$ cat src/rtl/divider_pkg.sv
// Shared widths, FSM state type and a reference divide model for the sequential divider.
package divider_pkg;

    localparam int DEF_DIVIDEND_W = 16;
    localparam int DEF_DIVISOR_W  = 8;

    typedef enum logic [1:0] {
        IDLE = 2'd0,
        BUSY = 2'd1,
        DONE = 2'd2
    } div_state_t;

    typedef struct packed {
        logic                      div_zero;
        logic [DEF_DIVISOR_W-1:0]  remainder;
        logic [DEF_DIVIDEND_W-1:0] quotient;
    } div_result_t;

    // Golden model at the default widths; divide-by-zero mirrors the hardware convention.
    function automatic div_result_t ref_div(input logic [DEF_DIVIDEND_W-1:0] dividend,
                                            input logic [DEF_DIVISOR_W-1:0]  divisor);
        div_result_t               res;
        logic [DEF_DIVIDEND_W-1:0] wide_divisor;
        logic [DEF_DIVIDEND_W-1:0] wide_rem;
        wide_divisor = {{(DEF_DIVIDEND_W-DEF_DIVISOR_W){1'b0}}, divisor};
        if (divisor == '0) begin
            res.quotient  = '1;
            res.remainder = dividend[DEF_DIVISOR_W-1:0];
            res.div_zero  = 1'b1;
        end else begin
            wide_rem      = dividend % wide_divisor;
            res.quotient  = dividend / wide_divisor;
            res.remainder = wide_rem[DEF_DIVISOR_W-1:0];
            res.div_zero  = 1'b0;
        end
        return res;
    endfunction

endpackage

$ cat src/rtl/divider_step.sv
// One combinational restoring-division iteration: shift {R,Q} left, trial-subtract, restore on borrow.
module divider_step
    import divider_pkg::*;
#(
    parameter int DIVIDEND_W = DEF_DIVIDEND_W,
    parameter int DIVISOR_W  = DEF_DIVISOR_W
) (
    input  logic [DIVISOR_W:0]    r,
    input  logic [DIVIDEND_W-1:0] q,
    input  logic [DIVISOR_W-1:0]  divisor,
    output logic [DIVISOR_W:0]    r_next,
    output logic [DIVIDEND_W-1:0] q_next
);

    // One spare bit on top so a borrow shows up as the sign of the trial value.
    logic [DIVISOR_W+1:0] shifted;
    logic [DIVISOR_W+1:0] trial;
    logic                 borrow;

    assign shifted = {r, q[DIVIDEND_W-1]};
    assign trial   = shifted - {2'b00, divisor};
    assign borrow  = trial[DIVISOR_W+1];
    assign r_next  = borrow ? shifted[DIVISOR_W:0] : trial[DIVISOR_W:0];
    assign q_next  = {q[DIVIDEND_W-2:0], ~borrow};

endmodule

$ cat src/rtl/seq_divider.sv
// Radix-2 restoring unsigned divider, one quotient bit per clock, valid/ready on both sides.
module seq_divider
    import divider_pkg::*;
#(
    parameter int DIVIDEND_W = DEF_DIVIDEND_W,
    parameter int DIVISOR_W  = DEF_DIVISOR_W
) (
    input  logic                  clk,
    input  logic                  rst,
    input  logic                  in_valid,
    output logic                  in_ready,
    input  logic [DIVIDEND_W-1:0] dividend,
    input  logic [DIVISOR_W-1:0]  divisor,
    output logic                  out_valid,
    input  logic                  out_ready,
    output logic [DIVIDEND_W-1:0] quotient,
    output logic [DIVISOR_W-1:0]  remainder,
    output logic                  div_zero
);

    localparam int             CNT_W = $clog2(DIVIDEND_W + 1);
    localparam logic [CNT_W-1:0] LAST = CNT_W'(DIVIDEND_W - 1);

    div_state_t            state, state_next;
    logic [CNT_W-1:0]      count;
    logic [DIVISOR_W:0]    r_reg, r_next;
    logic [DIVIDEND_W-1:0] q_reg, q_next;
    logic [DIVISOR_W-1:0]  dvsr;

    divider_step #(
        .DIVIDEND_W (DIVIDEND_W),
        .DIVISOR_W  (DIVISOR_W)
    ) u_step (
        .r       (r_reg),
        .q       (q_reg),
        .divisor (dvsr),
        .r_next  (r_next),
        .q_next  (q_next)
    );

    always_ff @(posedge clk) begin
        if (rst) state <= IDLE;
        else     state <= state_next;
    end

    always_comb begin
        state_next = state;
        in_ready   = 1'b0;
        out_valid  = 1'b0;
        case (state)
            IDLE: begin
                in_ready = 1'b1;
                if (in_valid) state_next = (divisor == '0) ? DONE : BUSY;
            end
            BUSY: begin
                if (count == LAST) state_next = DONE;
            end
            DONE: begin
                out_valid = 1'b1;
                if (out_ready) state_next = IDLE;
            end
            default: state_next = IDLE;
        endcase
    end

    // Result registers only load on entry to DONE, so they stay stable through a stall.
    always_ff @(posedge clk) begin
        if (rst) begin
            r_reg     <= '0;
            q_reg     <= '0;
            dvsr      <= '0;
            count     <= '0;
            quotient  <= '0;
            remainder <= '0;
            div_zero  <= 1'b0;
        end else begin
            case (state)
                IDLE: begin
                    if (in_valid) begin
                        if (divisor == '0) begin
                            quotient  <= '1;
                            remainder <= dividend[DIVISOR_W-1:0];
                            div_zero  <= 1'b1;
                        end else begin
                            r_reg <= '0;
                            q_reg <= dividend;
                            dvsr  <= divisor;
                            count <= '0;
                        end
                    end
                end
                BUSY: begin
                    r_reg <= r_next;
                    q_reg <= q_next;
                    count <= count + CNT_W'(1);
                    if (count == LAST) begin
                        quotient  <= q_next;
                        remainder <= r_next[DIVISOR_W-1:0];
                        div_zero  <= 1'b0;
                    end
                end
                default: ;
            endcase
        end
    end

endmodule
$ cat config.mk
export PLATFORM = sky130hd
export DESIGN_NAME = seq_divider
export DESIGN_NICKNAME = d
export VERILOG_FILES = /design/src/rtl/divider_pkg.sv /design/src/rtl/divider_step.sv /design/src/rtl/seq_divider.sv
export SDC_FILE = /design/constraint.sdc
export NUM_CORES = 1
export LEC_CHECK = 0
export BUFFER_PORTS_ARGS = -buffer_cell sky130_fd_sc_hd__buf_2
export CAP_MARGIN = 40
export CELL_PAD_IN_SITES_DETAIL_PLACEMENT = 1
export CELL_PAD_IN_SITES_GLOBAL_PLACEMENT = 1
export CORE_MARGIN = 3
export CORE_UTILIZATION = 43
export DETAILED_ROUTE_END_ITERATION = 8
export PLACE_DENSITY_LB_ADDON = 0.1
export SLEW_MARGIN = 20
export SYNTH_ARGS = -nofsm -noshare
export SYNTH_HDL_FRONTEND = slang
export SYNTH_HIERARCHICAL = 1
export SYNTH_SLANG_ARGS = --single-unit
$ cat constraint.sdc
create_clock -name clk -period 2.9 [get_ports clk]
set_clock_uncertainty 0.1 [all_clocks]
set_input_delay 0.58 -clock clk [delete_from_list [all_inputs] [get_ports clk]]
set_output_delay 0.58 -clock clk [all_outputs]
set_load 0.005 [all_outputs]
; ---- Word level (Yosys, flattened, before mapping)
; Cells that the tools add are included.
[totals]
output_inout_bits = 27
inputBits = 28
ff_bits = 65
wordCells = 56
[classes]
n_bitwise = 2
n_addsub = 2
n_eq_ne = 8
n_reduce_logical = 7
mux = 29
[ops]
columns = operator, n
row1 = $mux 16, 5
row2 = $pmux 16 s2, 2
row3 = $mux 9, 3
row4 = $mux 8, 3
row5 = $pmux 9 s2, 1
row6 = $pmux 8 s2, 1
row7 = $mux 5, 2
row8 = $ne 2x2->1 const B, 5
row9 = $pmux 5 s2, 1
row10 = $sub 10x8->10, 1
row11 = $reduce_and 3->1, 3
row12 = $logic_not 8->1, 1
row13 = $mux 2, 4
row14 = $pmux 2 s3, 1
row15 = $add 5x1->5 const B, 1
row16 = $eq 5x4->1 const B, 1
row17 = $mux 1, 5
row18 = $reduce_and 4->1, 1
row19 = $eq 2x1->1 const B, 1
row20 = $eq 2x2->1 const B, 1
row21 = $logic_not 2->1, 1
row22 = $not 1->1, 2
row23 = $pmux 1 s2, 1
row24 = $reduce_bool 2->1, 1

; ---- Depth between registers and ports, before layout
[depth]
ltp_word = 4
depth_mapped = 10
ltp_nobuf = 10

; ---- Hierarchy
; Netlist, hierarchy kept.
[by_module_without_submodules]
columns = module, area_each_um2, seq_area_each_um2, cells_each, n_inst
row1 = seq_divider, 2688.8, 1301.2, 271, 1
row2 = divider_step, 640.6, 0.0, 82, 1

; ---- Worst setup path after synthesis
; No wires, ideal clock.
[synth_path]
path_kind = reg2reg
from = register dvsr[3]
to = register remainder[2]
arrival_time_ns = 2.390
period_less_slack_ns = 2.632
stages_incl_launch_ff = 10
setup_time_ns = 0.142
required_ns = 2.658
n_path_buf = 0
path_slack_ns = 0.268
path_cell_list = dfxtp_1 -> inv_1 -> ha_1 -> o211ai_1 -> a21o_1 -> a221o_1 -> a221oi_4 -> mux2_2 -> mux2i_1 -> a211oi_2
[synth_via]
elab_chain_cells = 4
[synth_rtl]
columns = element, line
row1 = from (decl), seq_divider.sv:28  ; logic [DIVISOR_W-1:0] dvsr;
row2 = from (signal assigned), seq_divider.sv:87  ; dvsr <= divisor;
row3 = $sub 10x8->10, divider_step.sv:21  ; assign trial = shifted - {2'b00, divisor};
row4 = $mux 9, divider_step.sv:23  ; assign r_next = borrow ? shifted[DIVISOR_W:0] : trial[DIVISOR_W:0];
row5 = named net r_next[2], seq_divider.sv:26  ; logic [DIVISOR_W:0] r_reg, r_next;
row6 = $mux 8, seq_divider.sv:96  ; if (count == LAST) begin
row7 = $pmux 8 s2, seq_divider.sv:77  ; case (state)
row8 = to (signal assigned), seq_divider.sv:82  ; remainder <= dividend[DIVISOR_W-1:0];
row9 = to (signal assigned), seq_divider.sv:98  ; remainder <= r_next[DIVISOR_W-1:0];
row10 = to (decl), seq_divider.sv:17  ; output logic [DIVISOR_W-1:0] remainder,
; The timed path passes the listed nets, and every way through them passes these cells. The select of a mux whose other input is x is not followed.
; A chain may end at the register's enable or synchronous reset.

; ---- Worst setup path after layout
[layout_path]
from = register q_reg[15]
to = register remainder[6]
[layout_via]
elab_chain_cells = 4
[layout_rtl]
columns = element, line
row1 = from (decl), seq_divider.sv:27  ; logic [DIVIDEND_W-1:0] q_reg, q_next;
row2 = from (signal assigned), seq_divider.sv:86  ; q_reg <= dividend;
row3 = from (signal assigned), seq_divider.sv:94  ; q_reg <= q_next;
row4 = $sub 10x8->10, divider_step.sv:21
row5 = $mux 9, divider_step.sv:23
row6 = named net r_next[6], seq_divider.sv:26
row7 = $mux 8, seq_divider.sv:96
row8 = $pmux 8 s2, seq_divider.sv:77
; The timed path passes the listed nets, and every way through them passes these cells. The select of a mux whose other input is x is not followed.

==> results.md <==
* # diodes at 0
* First-pass GRT wire length at roughly 15000 um
* Synthesized area at around 3300 um2
* Final WL at just over 9000 um
* TritonCTS clock tree: done
* WP buf/inv at 2
* Min Tclk post-route at ~2.8 ns
* Final setup viols at 0
* Area growth, synth to finish at 16.3%
* Kind of cell adding the most delay to the critical path: compound AO/OA/AOI/OAI gates
* Die ar. at approximately 9000 um2
* CP Data Arrival Time at between 2 and 3 ns
* Hpwl dp at between 6000 and 7000 um
* Hold_ws at ~0.36 ns
* Worst-path clk slew at ~0.070 ns
* Worst Tran Pin Value at 0.665 ns
* Asr flop ratio synth at 0
* DR vias/cell at approximately 5.9
* Yosys cell types at 55
* Syn. warnings at 6
* Pint at around 1.6 mW
* Io pins at between 50 and 60
* Synthesized net count at about 400
* Worst setup SP type: register
* FP Rows at 31
* Post-Layout Cell Count at around 500
* Total number of vias at ~3.0k
* P_sw at slightly below 700 uW
* Post-Syn Instances at around 350
* Simple-gate share of the synthesized area at 0.147
* Proportion of power drawn by the clock network at 0.325
* Vias in the first global route at approximately 3k
* Setup slack, reg-to-reg at roughly 0.11 ns
* Register share of total power at 0.427
* Period utilization at 0.964
* Remaining antenna violation count at 0
* GP Congestion at between 0.8 and 0.9
* Avg Cell Area, Syn at ~9.4 um2
* Flops & latches, synth at 65
* Setup crit end kind: register
* Number of synthesized flops with an enable pin at 0
* CTS Buf Count at 9
* Xor and xnor area share after synthesis at 0.0184
* Worst vdd ir at approximately 0.22 mV
* Setup CP Type: register to register
* Starting Density at 0.452
* TritonRoute pass-1 iters at 4
* WL/cell at about 18 um
* Pwr dens at between 500 and 600 nW/um2
* Fin. Hold Viols at 0
* Clk root buf: clkbuf_8
* Starting DRC count in detailed routing at 93
* Clock Tree Buf Depth at 2
* Nets at 438
* Max-cap violation count at 0
* All-layer global routing usage at 0.218
* Area of the core at 7370 um2
* Final Max Tran Viols at 0
* Chip Width at between 90 and 100 um
* Largest net degree at the start of global routing at 29
* Total Power at between 2 and 2.5 mW
* CP max FO at 4
* Port bufs at 54
* Die Y at 94.0 um
* CP max stage cell: a221o_1
* Pleak at 1.52 nW
* Worst path max stage delay at around 0.4 ns
* DRC at 0
* Total clock sinks at 65
* Comb pwr share at 0.248
* Critical-path cell list: inv_1, ha_1, nand2b_1, a21o_1, a221o_1, a221oi_4, buf_4, mux2_2, mux2i_1, a211oi_2
* Register area share after synthesis at 0.391
* Total congestion overflow at 0
* Net Sw Frac at 0.297
* Top_reg_cell synth: dfxtp_1
* Dpl cells at 483
* Worst-Skew Late Latency at 0.33 ns
* CP Data Required Time at approximately 3 ns
* Post-synthesis compound-gate area fraction at 0.270
* Fraction of the mapped netlist area in adder cells at 0.0436
* Antenna violations before repair at 0
* Slew HR at 0.556
* Mux cell area share after synthesis at 0.0470
* HP Class: register to register
* H-Tree Depth at 3
* Setup TNS at 0 ns
* Status: finished clean
* Max Clk Rate at ~360 MHz
* Main combinational cell family by area after synthesis: compound AO/OA/AOI/OAI gates
* Share of layout cells above drive strength 1 at 0.337
[final timing paths]
kind,start,end,depth (start not counted)
max,q_reg[15],remainder[6],10
min,dvsr[7],dvsr[7],2
max reg2reg,q_reg[15],remainder[6],10
min reg2reg,dvsr[7],dvsr[7],2
[what timing repair did]
item / CTS / global route
gates resized for setup: 0 / 6
hold buffers: 0 / 0
endpoints found under the setup margin: 0 / 6
setup buffers: 0 / 4
[cell usage after synthesis (2+ instances only)]
cell type	count	area [um2]
dfxtp_1	65	1300
nand3_1	34	170
nand2_1	22	82.6
a21oi_1	17	85.1
a22oi_1	17	128
nor2_1	17	63.8
o221a_2	17	191
a31oi_1	16	100
buf_4	16	120
clkbuf_1	14	52.6
inv_1	14	52.6
a22o_1	10	87.6
ha_1	10	125
mux2i_1	10	100
a211oi_2	8	100
nand2b_1	7	43.8
buf_2	5	25.0
mux2_2	5	56.3
xnor2_1	5	43.8
buf_6	2	22.5
nor2_2	2	12.5
nor2b_1	2	12.5
nor3_1	2	10.0
nor4_1	2	12.5
o211ai_1	2	15.0
or4_4	2	22.5
xor2_1	2	17.5
[per-layer routing]
layer | GRT usage | part of all wire
met5 | 0 | 0
met3 | 0.0361 | 0.033
met4 | 0.0662 | 0.011
met1 | 0.296 | 0.48
met2 | 0.354 | 0.48
[metrics by stage]
step | instance area [um2] | worst slack (ns) | util
after global routing | 3870 | -0.0302 | 0.526
after floorplan | 3330 | 0.268 | -
final | 3870 | 0.106 | 0.526
after CTS | 3800 | 0.0539 | 0.515
after detailed placement | 3610 | 0.0707 | 0.490
after global placement | 3610 | 0.145 | 0.490
[worst register-to-register path, cell delays in order (launching register included)]
cell and delay [ns]:
dfxtp_1 0.35, inv_1 0.06, ha_1 0.20, nand2b_1 0.18
a21o_1 0.20, a221o_1 0.40, a221oi_4 0.38, buf_4 0.18
mux2_2 0.34, mux2i_1 0.18, a211oi_2 0.09
[cells by family after synthesis]
| kind of cell | after synthesis |
|---|---|
| buffers and inverters | 52 |
| AOI/OAI and AO/OA | 105 |
| xor gates and xnor gates | 7 |
| muxes | 15 |
| and+or+nand+nor | 98 |
| DFF | 65 |
| adders and majority gates | 11 |
[layout make-up]
type / instances / area [um2]
Clock buffer: 11 / 131
Multi-Input combinational cell: 236 / 1800
Tap cell: 99 / 124
Clock inverter: 5 / 56.3
Sequential cell: 65 / 1300
Timing Repair Buffer: 72 / 405
Fill cell: 868 / 3500
Inverter: 15 / 56.3
[power by group through the flow]
stage	clock network [mW]	logic (mW)	registers, mW
detailed placement	0	0.499	0.991
global placement	0	0.486	0.990
floorplan	0	0.395	0.972
global route	0.807	0.616	0.978
finish	0.740	0.564	0.972
CTS	0.757	0.503	0.971
[cell usage in the layout, fill, tap and decap left out, types with 3 or more instances in the layout]
cell type and count:
dfxtp_1 64, nor2_1 17, mux2_2 5, buf_2 54
o221a_2 17, nand2_1 22, xnor2_1 5, clkbuf_8 9
a22oi_1 17, a21oi_1 17, ha_1 6, a22o_1 10
nand3_1 34, ha_4 3, a211oi_2 8, a31oi_1 16
mux2i_1 9, buf_4 18, inv_1 14, nand2b_1 7
No activity file was read; power rests on OpenSTA's default activity.
